### src/rtl/cpu_execution_muldiv_if.sv
// Handshake and data bundle between the pipeline and the HI/LO multiply/divide unit.
interface cpu_execution_muldiv_if #(
  parameter int WIDTH = 32
);
  logic             start;
  logic [5:0]       funct;
  logic [WIDTH-1:0] op1;
  logic [WIDTH-1:0] op2;
  logic             flush;
  logic             busy;
  logic             done;
  logic [WIDTH-1:0] result;
  logic [WIDTH-1:0] hi;
  logic [WIDTH-1:0] lo;
  logic             div_by_zero;
  logic             badfunct;

  modport master (
    output start, funct, op1, op2, flush,
    input  busy, done, result, hi, lo, div_by_zero, badfunct
  );

  modport slave (
    input  start, funct, op1, op2, flush,
    output busy, done, result, hi, lo, div_by_zero, badfunct
  );
endinterface

### src/rtl/cpu_execution_muldiv.sv
// Iterative MIPS HI/LO unit: radix-2 shift-add multiply, restoring divide,
// MFHI/MFLO/MTHI/MTLO, with start/busy/done handshake and flush squash.
module cpu_execution_muldiv #(
  parameter int WIDTH = 32
) (
  input  logic                   clk,
  input  logic                   rst_n,
  cpu_execution_muldiv_if.slave  bus
);

  localparam int CW = $clog2(WIDTH + 1);

  localparam logic [5:0] F_MFHI  = 6'h10;
  localparam logic [5:0] F_MTHI  = 6'h11;
  localparam logic [5:0] F_MFLO  = 6'h12;
  localparam logic [5:0] F_MTLO  = 6'h13;
  localparam logic [5:0] F_MULT  = 6'h18;
  localparam logic [5:0] F_MULTU = 6'h19;
  localparam logic [5:0] F_DIV   = 6'h1A;
  localparam logic [5:0] F_DIVU  = 6'h1B;

  typedef enum logic [1:0] {
    ST_IDLE,
    ST_MUL,
    ST_DIV,
    ST_FIN
  } state_t;

  state_t             state_q, state_d;
  logic [CW-1:0]      cnt_q, cnt_d;
  logic [2*WIDTH-1:0] acc_q, acc_d;
  logic [WIDTH-1:0]   b_q, b_d;
  logic [5:0]         funct_q, funct_d;
  logic               negp_q, negp_d;
  logic               negr_q, negr_d;
  logic               done_q, done_d;
  logic [WIDTH-1:0]   result_q, result_d;
  logic               dbz_q, dbz_d;
  logic               bad_q, bad_d;
  logic [WIDTH-1:0]   hi_q, hi_d;
  logic [WIDTH-1:0]   lo_q, lo_d;

  logic               sgn_c;
  logic [WIDTH:0]     mul_sum;
  logic [WIDTH:0]     div_trial;

  function automatic logic [WIDTH-1:0] mag(input logic [WIDTH-1:0] v, input logic sgn);
    return (sgn && v[WIDTH-1]) ? -v : v;
  endfunction

  // acc_q holds {partial product, remaining multiplier} or {remainder, dividend/quotient}.
  assign mul_sum   = {1'b0, acc_q[2*WIDTH-1:WIDTH]} + (acc_q[0] ? {1'b0, b_q} : '0);
  assign div_trial = {acc_q[2*WIDTH-1:WIDTH], acc_q[WIDTH-1]} - {1'b0, b_q};

  always_comb begin
    state_d  = state_q;
    cnt_d    = cnt_q;
    acc_d    = acc_q;
    b_d      = b_q;
    funct_d  = funct_q;
    negp_d   = negp_q;
    negr_d   = negr_q;
    done_d   = 1'b0;
    result_d = '0;
    dbz_d    = 1'b0;
    bad_d    = 1'b0;
    hi_d     = hi_q;
    lo_d     = lo_q;
    sgn_c    = 1'b0;

    case (state_q)
      ST_IDLE: begin
        if (bus.start) begin
          funct_d = bus.funct;
          negp_d  = 1'b0;
          negr_d  = 1'b0;
          case (bus.funct)
            F_MULT, F_MULTU: begin
              sgn_c   = (bus.funct == F_MULT);
              b_d     = mag(bus.op1, sgn_c);
              acc_d   = {{WIDTH{1'b0}}, mag(bus.op2, sgn_c)};
              negp_d  = sgn_c & (bus.op1[WIDTH-1] ^ bus.op2[WIDTH-1]);
              cnt_d   = CW'(WIDTH);
              state_d = ST_MUL;
            end
            F_DIV, F_DIVU: begin
              sgn_c = (bus.funct == F_DIV);
              if (bus.op2 == '0) begin
                // b_q == 0 marks the divide-by-zero case for the FIN cycle
                b_d     = '0;
                state_d = ST_FIN;
              end else begin
                b_d     = mag(bus.op2, sgn_c);
                acc_d   = {{WIDTH{1'b0}}, mag(bus.op1, sgn_c)};
                negp_d  = sgn_c & (bus.op1[WIDTH-1] ^ bus.op2[WIDTH-1]);
                negr_d  = sgn_c & bus.op1[WIDTH-1];
                cnt_d   = CW'(WIDTH);
                state_d = ST_DIV;
              end
            end
            default: begin
              b_d     = bus.op1;
              state_d = ST_FIN;
            end
          endcase
        end
      end

      ST_MUL: begin
        acc_d = {mul_sum, acc_q[WIDTH-1:1]};
        cnt_d = cnt_q - 1'b1;
        if (cnt_q == CW'(1)) state_d = ST_FIN;
      end

      ST_DIV: begin
        if (!div_trial[WIDTH]) acc_d = {div_trial[WIDTH-1:0], acc_q[WIDTH-2:0], 1'b1};
        else                   acc_d = {acc_q[2*WIDTH-2:0], 1'b0};
        cnt_d = cnt_q - 1'b1;
        if (cnt_q == CW'(1)) state_d = ST_FIN;
      end

      ST_FIN: begin
        state_d = ST_IDLE;
        done_d  = 1'b1;
        case (funct_q)
          F_MFHI: result_d = hi_q;
          F_MFLO: result_d = lo_q;
          F_MTHI: hi_d = b_q;
          F_MTLO: lo_d = b_q;
          F_MULT, F_MULTU: {hi_d, lo_d} = negp_q ? -acc_q : acc_q;
          F_DIV, F_DIVU: begin
            if (b_q == '0) begin
              dbz_d = 1'b1;
            end else begin
              lo_d = negp_q ? -acc_q[WIDTH-1:0] : acc_q[WIDTH-1:0];
              hi_d = negr_q ? -acc_q[2*WIDTH-1:WIDTH] : acc_q[2*WIDTH-1:WIDTH];
            end
          end
          default: bad_d = 1'b1;
        endcase
      end

      default: state_d = ST_IDLE;
    endcase

    if (bus.flush) begin
      state_d  = ST_IDLE;
      done_d   = 1'b0;
      result_d = '0;
      dbz_d    = 1'b0;
      bad_d    = 1'b0;
      hi_d     = hi_q;
      lo_d     = lo_q;
    end
  end

  always_ff @(posedge clk or negedge rst_n) begin
    if (!rst_n) begin
      state_q  <= ST_IDLE;
      cnt_q    <= '0;
      acc_q    <= '0;
      b_q      <= '0;
      funct_q  <= '0;
      negp_q   <= 1'b0;
      negr_q   <= 1'b0;
      done_q   <= 1'b0;
      result_q <= '0;
      dbz_q    <= 1'b0;
      bad_q    <= 1'b0;
      hi_q     <= '0;
      lo_q     <= '0;
    end else begin
      state_q  <= state_d;
      cnt_q    <= cnt_d;
      acc_q    <= acc_d;
      b_q      <= b_d;
      funct_q  <= funct_d;
      negp_q   <= negp_d;
      negr_q   <= negr_d;
      done_q   <= done_d;
      result_q <= result_d;
      dbz_q    <= dbz_d;
      bad_q    <= bad_d;
      hi_q     <= hi_d;
      lo_q     <= lo_d;
    end
  end

  assign bus.busy        = (state_q == ST_MUL) || (state_q == ST_DIV);
  assign bus.done        = done_q;
  assign bus.result      = result_q;
  assign bus.div_by_zero = dbz_q;
  assign bus.badfunct    = bad_q;
  assign bus.hi          = hi_q;
  assign bus.lo          = lo_q;

endmodule
### src/flat_wrapper.sv
// flat-port wrapper written by rule: the top's interface ports become plain ports
module cpu_execution_muldiv_flat 
#(
  parameter int WIDTH = 32
)
  (clk, rst_n, bus_start, bus_funct, bus_op1, bus_op2, bus_flush, bus_busy, bus_done, bus_result, bus_hi, bus_lo, bus_div_by_zero, bus_badfunct);
  cpu_execution_muldiv_if #(.WIDTH(WIDTH)) bus_i ();
  input  logic clk;
  input  logic rst_n;
  input wire logic [$bits(bus_i.start)-1:0] bus_start;
  input wire logic [$bits(bus_i.funct)-1:0] bus_funct;
  input wire logic [$bits(bus_i.op1)-1:0] bus_op1;
  input wire logic [$bits(bus_i.op2)-1:0] bus_op2;
  input wire logic [$bits(bus_i.flush)-1:0] bus_flush;
  output wire logic [$bits(bus_i.busy)-1:0] bus_busy;
  output wire logic [$bits(bus_i.done)-1:0] bus_done;
  output wire logic [$bits(bus_i.result)-1:0] bus_result;
  output wire logic [$bits(bus_i.hi)-1:0] bus_hi;
  output wire logic [$bits(bus_i.lo)-1:0] bus_lo;
  output wire logic [$bits(bus_i.div_by_zero)-1:0] bus_div_by_zero;
  output wire logic [$bits(bus_i.badfunct)-1:0] bus_badfunct;
  assign bus_i.start = bus_start;
  assign bus_i.funct = bus_funct;
  assign bus_i.op1 = bus_op1;
  assign bus_i.op2 = bus_op2;
  assign bus_i.flush = bus_flush;
  assign bus_busy = bus_i.busy;
  assign bus_done = bus_i.done;
  assign bus_result = bus_i.result;
  assign bus_hi = bus_i.hi;
  assign bus_lo = bus_i.lo;
  assign bus_div_by_zero = bus_i.div_by_zero;
  assign bus_badfunct = bus_i.badfunct;
  cpu_execution_muldiv #(.WIDTH(WIDTH)) u_core (.clk(clk), .rst_n(rst_n), .bus(bus_i));
endmodule
### config.mk
export PLATFORM = sky130hd
export DESIGN_NAME = cpu_execution_muldiv_flat
export DESIGN_NICKNAME = d
export VERILOG_FILES = /design/src/rtl/cpu_execution_muldiv_if.sv /design/src/rtl/cpu_execution_muldiv.sv /design/src/flat_wrapper.sv
export SDC_FILE = /design/constraint.sdc
export NUM_CORES = 1
export LEC_CHECK = 0
export CAP_MARGIN = 25
export CORE_UTILIZATION = 37
export CTS_BUF_LIST = sky130_fd_sc_hd__clkbuf_4 sky130_fd_sc_hd__clkbuf_8
export DETAILED_ROUTE_END_ITERATION = 6
export HOLD_SLACK_MARGIN = 0.03
export PLACE_DENSITY = 0.56
export REMOVE_ABC_BUFFERS = 1
export SYNTH_ARGS = -nofsm -noshare
export SYNTH_HDL_FRONTEND = slang
export SYNTH_SLANG_ARGS = --single-unit
export TNS_END_PERCENT = 10
### constraint.sdc
create_clock -name clk -period 5.05 [get_ports clk]
set_input_delay 1.01 -clock clk [delete_from_list [all_inputs] [get_ports clk]]
set_output_delay 1.01 -clock clk [all_outputs]
set_load 0.01 [all_outputs]
==> qor.yml, run 1 <==
outcome:
  status: "complete, no violations"
clock_network:
  worstSkewPairLatency_ps: 640
  cts.path.max_buffers: 3
  path_clk_slew_ps: 60
  clockRootBuffer: "clkbuf_8"
  numCtsBuffers: 42
  cts.sinks: 211
  post_cts_buffers: 0
  cts_hold_buf: 0
  cts_tree: "yes"
  cts_resized: 0
  cts-htree-levels: 2
critical_path:
  cp_slowest_cell: "a311oi_1"
  path_max_fanout: 26
  ff2ff_path_depth: 13
  worstSetupPathType: "flop to flop"
  cp-end-kind: "flop"
  reg2reg_slack_ps: 970
  r2r-start: "u_core.b_q[2]"
  cp-start-kind: "flop"
  critical_path.top_delay_family: "compound AO/OA/AOI/OAI gates"
  worst_path_most_repeated_cell: "o21ai_0"
  rr_endpoint: "u_core.acc_q[56]"
  crit_buf_inv: 3
  cp_data_arrival_time_ps: 4530
  worstPathRequired_ps: 5500
  cpPeakStageDelay_ps: 760
  path_cells: "inv_1 -> ha_1 -> nor2b_1 -> o21ai_0 -> a31oi_1 -> o21ai_0 -> o31ai_2 -> buf_4 -> a311oi_1 -> nor2_4 -> buf_12 -> mux2i_1 -> o221ai_1"
cells_and_area:
  layout.nets: 2598
  area_delta_synth_final_pct: 19.1
  multi_input_area_sq_um: 11700
  fill_cells: 4867
  seq_area_sq_um: 5280
  n_antenna_cell: 0
  drive_gt1_share_pct: 7.54
place:
  dp_hpwl_microns: 53500
  post-place-ws_ps: 468
  portBuffers: 173
  gp_congestion: 0.981
grt:
  grt-ovfl-total: 0
  grt_pass1_vias: 17400
  grt_use_met3_pct: 5.22
  antenna_found_initial: 0
  grt_use_total_pct: 28.2
  busiest_layer: "met2"
  grt_start_max_net_pins: 109
  grt_use_met2_pct: 44.2
  grt_pass1_wl_microns: 107000
  use_met1_pct: 39.4
die:
  coreArea_sq_um: 47600
  die_w_microns: 222
  start_util_pct: 37.4
  num_io_pins: 174
  dieArea_sq_um: 49100
  rows: 80
  die_h_microns: 222
sta:
  setup_viol: 0
  max_slew_margin_pct: 34.7
  clock.fmax_mhz: 245
  final-hold-violation-count: 0
  fin_tns_setup_ps: 0
  worstMarginPinSlew_ps: 972
  finalWorstSetupSlack_ps: 969
  finalMaxSlewViolations: 0
  period_share_pct: 80.8
  skew_ps: 54.5
  fin_crit_ps: 4080
  rsz0062_at_grt: "no"
synth:
  synth-edff-count: 0
  seq_area_frac_synth_pct: 29.6
  ys_async_sr_fraction_pct: 100
  ys_warn_count: 0
  ys_types: 75
  ys.flop_type: "dfrtp_1"
  ys_ff_latch: 211
  syn_inst: 2321
  syn_avg_cell_area_sq_um: 7.68
  synth_area_sq_um: 17800
route:
  drc_errors: 0
  finalWirelength_microns: 70400
  ant_nets: 0
  viasPerCell: 5.92
  routedWlPerCell_microns: 22.7
  drtIter0Drc: 1866
  first_pass_iters: 7
  vias: 18300
power_and_ir_drop:
  internal-power_mw: 5.97
  pwr-share-comb_pct: 56.8
  clock_power_share_pct: 17.3
  switchingPower_mw: 5.92
  leakage_nw: 8.89
  pwr-share-seq_pct: 26.0
  p_sw_share_pct: 49.8
  vdd_drop_max_v: 0.000416
  p_per_area_nw_per_um2: 560
  power_mw: 11.9
run:
  maxCapViolations: 0
worst_hold_path:
  hold_path_class: "primary input to async pin"
## routing by layer
metal  part of all wire, %  vias to the layer above
li1                      -                     8572
met1                    44                     8870
met2                    44                      764
met3                   8.4                      113
met4                   2.7                        0
met5                     0                        -
## state kept, by name, indices dropped and copies added, names as in the netlist
signal                  cells
u_core.acc_q               64
u_core.cnt_q                6
u_core.negr_q               1
u_core.bus.result          32
u_core.bus.hi              32
u_core.bus.badfunct         1
u_core.bus.div_by_zero      1
u_core.state_q              2
u_core.negp_q               1
u_core.bus.done             1
u_core.b_q                 32
u_core.funct_q              6
u_core.bus.lo              32
## metrics by stage
step,utilization (%),cell area [sq um],hold WS [ps],instances
after CTS,44.5,21200,469,3092
after detailed placement,42.5,20200,491,3016
after floorplan,-,17200,471,2170
after global routing,44.6,21200,481,3094
after global placement,42.5,20200,485,3015
final,44.6,21200,410,3094
## worst reg2reg max path: cells and delay by family (launching register included)
kind / cells / cell delay, ps
AOI/OAI and AO/OA: 6 / 1920
adders and majority gates: 1 / 370
buffers and inverters: 3 / 540
DFF: 1 / 580
muxes: 1 / 290
and+or+nand+nor: 2 / 260
## worst max-delay path by stage
| stage | start | end | slack (ps) | cells after the start |
|---|---|---|---|---|
| 2_1_floorplan | bus_op2[0] | u_core.acc_q[62] | -2040 | 11 |
| 5_1_grt | u_core.b_q[2] | u_core.acc_q[56] | 820 | 13 |
| 6_report | u_core.b_q[2] | u_core.acc_q[56] | 970 | 13 |
| 3_5_place_dp | bus_op2[0] | u_core.acc_q[34] | 470 | 13 |
| 3_3_place_gp | bus_op1[0] | u_core.b_q[10] | 480 | 11 |
| 4_1_cts | u_core.acc_q[31] | u_core.acc_q[56] | 1080 | 14 |
## power by group through the flow
stage	registers, mW	logic (mW)	clock network, mW
after floorplan	2.89	4.26	0
after global placement	3.07	6.53	0
after detailed placement	3.08	6.59	0
after CTS	3.05	6.63	2.09
after global routing	3.15	7.39	2.17
final	3.08	6.75	2.05
## cells in the mapped netlist, types with 21 or more instances
| master | instances | share of area (%) |
|---|---|---|
| inv_1 | 66 | 1.4 |
| nor2_1 | 261 | 5.5 |
| o21ai_0 | 259 | 7.3 |
| clkbuf_1 | 128 | 2.7 |
| nand2_1 | 277 | 5.8 |
| xnor2_1 | 116 | 5.7 |
| dfrtp_1 | 211 | 30 |
| nand3_1 | 39 | 1.1 |
| a22oi_1 | 43 | 1.8 |
| o31ai_1 | 42 | 1.8 |
| ha_1 | 75 | 5.3 |
| or4_1 | 21 | 0.88 |
| a21oi_1 | 174 | 4.9 |
| a21o_1 | 39 | 1.6 |
| xor2_1 | 83 | 4.1 |
| mux2i_1 | 62 | 3.5 |
| nor3_1 | 63 | 1.8 |
| or3_1 | 30 | 1.1 |
| nor4_1 | 25 | 0.88 |
## placed cells by master (no fill, tap or decap), types with 39 or more instances in the layout
master           instances
a21o_1                  39
mux2i_1                 62
a21oi_1                174
clkbuf_8                49
o21ai_0                259
clkdlybuf4s50_1        172
buf_4                   54
ha_1                    74
nand3_1                 39
xor2_1                  83
nor3_1                  63
xnor2_1                116
nor2_1                 260
o31ai_1                 42
inv_1                   66
dfrtp_1                210
nand2_1                275
a22oi_1                 43
## cells by family after synthesis
| kind of cell | count (synthesis) | share of synthesized area, % |
|---|---|---|
| AO/OA/AOI/OAI | 732 | 25.3 |
| XOR/XNOR | 199 | 9.78 |
| adder cells (fa/ha/maj) | 77 | 5.49 |
| AND/OR/NAND/NOR | 809 | 20.7 |
| flip-flops | 211 | 29.6 |
| multiplexers | 76 | 4.36 |
| buffers and inverters | 217 | 4.79 |
## area by class of cell
| type | count | share of cell area (%) |
|---|---|---|
| clock buffers | 64 | 3.71 |
| clock inverters | 12 | 0.831 |
| inverters | 66 | 1.17 |
| multi-input cells | 1893 | 55.2 |
| flip-flops and latches | 211 | 24.9 |
| well taps | 615 | 3.62 |
| repair buffers | 233 | 10.6 |
(Power assumes the default switching activity.)
==> run 2, diff against run 1 <==
==> constraint.sdc (replaced) <==
create_clock -name clk -period 4.2 [get_ports clk]
set_input_delay 0.84 -clock clk [delete_from_list [all_inputs] [get_ports clk]]
set_output_delay 0.84 -clock clk [all_outputs]
set_load 0.01 [all_outputs]
==> qor.yml, run 2 (synthesized netlist as in run 1, its figures left out) <==
critical_path:
  cp_data_arrival_time_ps: 4340
  cp-start-kind: "flop"
  worstSetupPathType: "flop to flop"
  worstPathRequired_ps: 4640
  cp-end-kind: "flop"
  path_max_fanout: 9
die:
  die_w_microns: 222
  start_util_pct: 37.4
  num_io_pins: 174
  die_h_microns: 222
  rows: 80
  dieArea_sq_um: 49100
  coreArea_sq_um: 47600
clock_network:
  clockRootBuffer: "clkbuf_8"
  cts-htree-levels: 2
  post_cts_buffers: 0
  path_clk_slew_ps: 60
  cts_tree: "yes"
  cts_hold_buf: 0
  cts_resized: 0
  worstSkewPairLatency_ps: 620
  cts.sinks: 211
  numCtsBuffers: 41
  cts.path.max_buffers: 3
sta:
  rsz0062_at_grt: "no"
  finalMaxSlewViolations: 0
  skew_ps: 51.9
  fin_tns_setup_ps: 0
  worstMarginPinSlew_ps: 1060
  fin_crit_ps: 3900
  finalWorstSetupSlack_ps: 302
  max_slew_margin_pct: 29.1
  final-hold-violation-count: 0
  period_share_pct: 92.8
  clock.fmax_mhz: 257
  setup_viol: 0
grt:
  antenna_found_initial: 0
  grt_pass1_wl_microns: 111000
  grt_start_max_net_pins: 106
  grt-ovfl-total: 0
  grt_pass1_vias: 17900
  grt_use_total_pct: 29.2
worst_hold_path:
  hold_path_class: "primary input to async pin"
cells_and_area:
  layout_common_cells: "275 x nand2_1, 260 x nor2_1, 259 x o21ai_0"
  layout.nets: 2663
  final_common_cell: "nand2_1"
  final_cells: 3157
  drive_gt1_share_pct: 9.80
  largest_register_ffs: 64
  area_delta_synth_final_pct: 21.9
  regMostFlops: "u_core.acc_q"
place:
  dp_hpwl_microns: 56600
  gp_congestion: 0.988
  post-place-ws_ps: -46.3
  placed_cells: 3084
  portBuffers: 173
route:
  routedWlPerCell_microns: 23.0
  vias: 18800
  drc_errors: 0
  drtIter0Drc: 2007
  first_pass_iters: 6
  viasPerCell: 5.95
  ant_nets: 0
  finalWirelength_microns: 72600
power_and_ir_drop:
  vdd_drop_max_v: 0.000508
  p_per_area_nw_per_um2: 672
  leakage_nw: 9.22
run:
  maxCapViolations: 0
outcome:
  status: "complete, no violations"
run 2: changes by cell type in the layout (fill, tap and decap cells not counted), sizes merged:
cell and delta:
buf +67, bufinv -2, clkbuf -2, clkinvlp +1
diode +1, inv -2
run 2: layer usage:
metal  wire, microns  GRT usage [%]  vias to the layer above  share of wire, %
met2           32200           46.1                      911                44
met5               0              0                        -                 0
met3            5690           4.62                      127               7.8
met1           32700           41.1                     9031                45
li1                -              -                     8729                 -
met4            2050           8.74                        0               2.8
run 2: critical path, stage by stage (launching register included):
cell and delay (ps):
dfrtp_1 460, inv_1 310, nor2_1 80, ha_1 240, a211oi_1 380, o211ai_1 260, a311o_1 500, a211oi_1 450
nor2_1 180, a21oi_1 270, xnor2_1 130, a22oi_1 320, o21ai_0 150
run 2: metrics by stage:
step	area, sq um	total power, mW	util (%)	hold slack, ps
4_1_cts	21700	14.5	45.6	282
3_3_place_gp	20800	12.0	43.7	485
2_1_floorplan	17200	8.59	-	471
5_1_grt	21700	15.6	45.6	294
3_5_place_dp	20800	12.0	43.7	499
6_report	21700	14.6	45.6	251
run 2: where the power goes:
group | internal (mW) | leakage [nW] | switching [mW]
logic | 3.26 | 5.95 | 5.39
clock network | 1.39 | 0.493 | 0.981
registers | 2.67 | 2.78 | 0.918
total | 7.32 | 9.22 | 7.29
run 2: area by class of cell:
type / count / area (sq um)
antenna: 1 / 2.50
clock buffer: 63 / 830
clock inverter: 9 / 109
fill: 4824 / 25900
inverter: 66 / 248
multi-input combinational: 1893 / 11700
sequential: 211 / 5280
tap: 615 / 769
timing repair buffer: 299 / 2770
run 2: worst paths after layout:
path | from | endpoint | slack (ps) | depth (start not counted)
max | u_core.acc_q[0] | u_core.acc_q[58] | 300 | 12
min | rst_n | u_core.bus.result[10] | 250 | 1
max reg2reg | u_core.acc_q[0] | u_core.acc_q[58] | 300 | 12
min reg2reg | u_core.funct_q[5] | u_core.funct_q[5] | 510 | 1
max in group asynchronous | rst_n | u_core.bus.result[31] | 2970 | 2
min in group clk | u_core.funct_q[5] | u_core.funct_q[5] | 510 | 1
==> run 3, diff against run 2 <==
--- a/config.mk
+++ b/config.mk
@@ -8,6 +8,7 @@
 export CAP_MARGIN = 25
 export CORE_UTILIZATION = 37
 export CTS_BUF_LIST = sky130_fd_sc_hd__clkbuf_4 sky130_fd_sc_hd__clkbuf_8
+export CTS_CLUSTER_DIAMETER = 60
 export DETAILED_ROUTE_END_ITERATION = 6
 export HOLD_SLACK_MARGIN = 0.03
 export PLACE_DENSITY = 0.56
==> qor.yml, run 3 (synthesized netlist as in run 1, its figures left out) <==
outcome:
  status: "complete, no violations"
power_and_ir_drop:
  internal-power_mw: 7.28
  pwr-share-comb_pct: 59.3
  p_per_area_nw_per_um2: 671
  leakage_nw: 9.20
  vdd_drop_max_v: 0.000508
  p_sw_share_pct: 50.1
  switchingPower_mw: 7.30
  pwr-share-seq_pct: 24.6
  power_mw: 14.6
  clock_power_share_pct: 16.1
cells_and_area:
  seq_area_sq_um: 5280
  drive_gt1_share_pct: 9.94
  fill_cells: 4815
  layout.nets: 2665
  final_common_cell: "nand2_1"
  largest_register_ffs: 64
  layout_common_cells: "275 x nand2_1, 260 x nor2_1, 259 x o21ai_0"
  area_delta_synth_final_pct: 21.9
  regMostFlops: "u_core.acc_q"
  multi_input_area_sq_um: 11700
  n_antenna_cell: 0
critical_path:
  cp-end-kind: "flop"
  path_max_fanout: 24
  cp-start-kind: "flop"
  worstPathRequired_ps: 4690
  cp_data_arrival_time_ps: 4380
  cpPeakStageDelay_ps: 830
  path_cells: "inv_1 -> buf_4 -> ha_1 -> nand2_1 -> or4b_1 -> o41ai_1 -> o22ai_1 -> xnor2_1 -> nor2_1 -> a21oi_1 -> o21ai_0"
  critical_path.top_delay_family: "simple AND/OR/NAND/NOR gates"
  cp_slowest_cell: "or4b_1"
  worstSetupPathType: "flop to flop"
  crit_buf_inv: 2
route:
  drtIter0Drc: 1998
  drc_errors: 0
  ant_nets: 0
  routedWlPerCell_microns: 23.0
  vias: 18800
  viasPerCell: 5.96
  first_pass_iters: 6
  finalWirelength_microns: 72700
clock_network:
  clockRootBuffer: "clkbuf_8"
  cts_tree: "yes"
  cts-htree-levels: 2
  numCtsBuffers: 43
  post_cts_buffers: 0
  cts.sinks: 211
  cts.path.max_buffers: 3
  path_clk_slew_ps: 60
  cts_hold_buf: 0
  cts_resized: 0
  worstSkewPairLatency_ps: 620
worst_hold_path:
  hold_path_class: "primary input to async pin"
place:
  gp_congestion: 0.988
  portBuffers: 173
  dp_hpwl_microns: 56600
sta:
  fin_crit_ps: 3890
  setup_viol: 0
  final-hold-violation-count: 0
  worstMarginPinSlew_ps: 1050
  rsz0062_at_grt: "no"
  finalMaxSlewViolations: 0
  max_slew_margin_pct: 30.1
  clock.fmax_mhz: 257
  fin_tns_setup_ps: 0
  skew_ps: 37.9
  period_share_pct: 92.7
grt:
  grt_pass1_vias: 17900
  grt_start_max_net_pins: 106
  grt_pass1_wl_microns: 111000
  grt_use_total_pct: 29.2
  antenna_found_initial: 0
  grt-ovfl-total: 0
run:
  maxCapViolations: 0
die:
  coreArea_sq_um: 47600
  die_w_microns: 222
  dieArea_sq_um: 49100
  num_io_pins: 174
  rows: 80
  start_util_pct: 37.4
  die_h_microns: 222
## run 3: routing by layer
| layer | vias up | wire, microns | track usage (%) |
|---|---|---|---|
| met1 | 9136 | 32900 | 41.2 |
| met4 | 0 | 2230 | 9.14 |
| li1 | 8725 | - | - |
| met2 | 824 | 32300 | 45.9 |
| met5 | - | 0 | 0 |
| met3 | 147 | 5350 | 4.41 |
## run 3: worst paths after layout
kind,startpoint,end,slack [ps],depth (start not counted)
hold reg to reg,u_core.funct_q[5],u_core.funct_q[5],510,1
setup reg to reg,u_core.acc_q[0],u_core.bus.hi[14],310,11
max in group asynchronous,rst_n,u_core.bus.result[31],2990,2
min in group clk,u_core.funct_q[5],u_core.funct_q[5],510,1
setup / recovery,u_core.acc_q[0],u_core.bus.hi[14],310,11
hold / removal,rst_n,u_core.bus.result[10],240,1
## run 3: stage by stage
step	util (%)	cell area, sq um	setup slack (ps)	hold WS [ps]	std cells
final	45.6	21700	308	240	3160
after global routing	45.6	21700	163	297	3160
after CTS	45.6	21700	347	289	3160
after detailed placement	43.7	20800	-46.3	499	3084
after global placement	43.7	20800	47.5	485	3084
after floorplan	-	17200	-2720	471	2170
## run 3: cell type report
type	instances	share of cell area, %
clock buffers	67	3.90
clock inverters	9	0.409
flip-flops and latches	211	24.3
multi-input cells	1893	54.0
repair buffers	299	12.7
well taps	615	3.54
inverters	66	1.14
## run 3: power by group through the flow
stage	clock network, mW	logic [mW]	registers, mW
detailed placement	0	8.46	3.59
global placement	0	8.39	3.57
CTS	2.40	8.50	3.55
floorplan	0	5.12	3.47
global route	2.49	9.41	3.65
finish	2.34	8.65	3.59
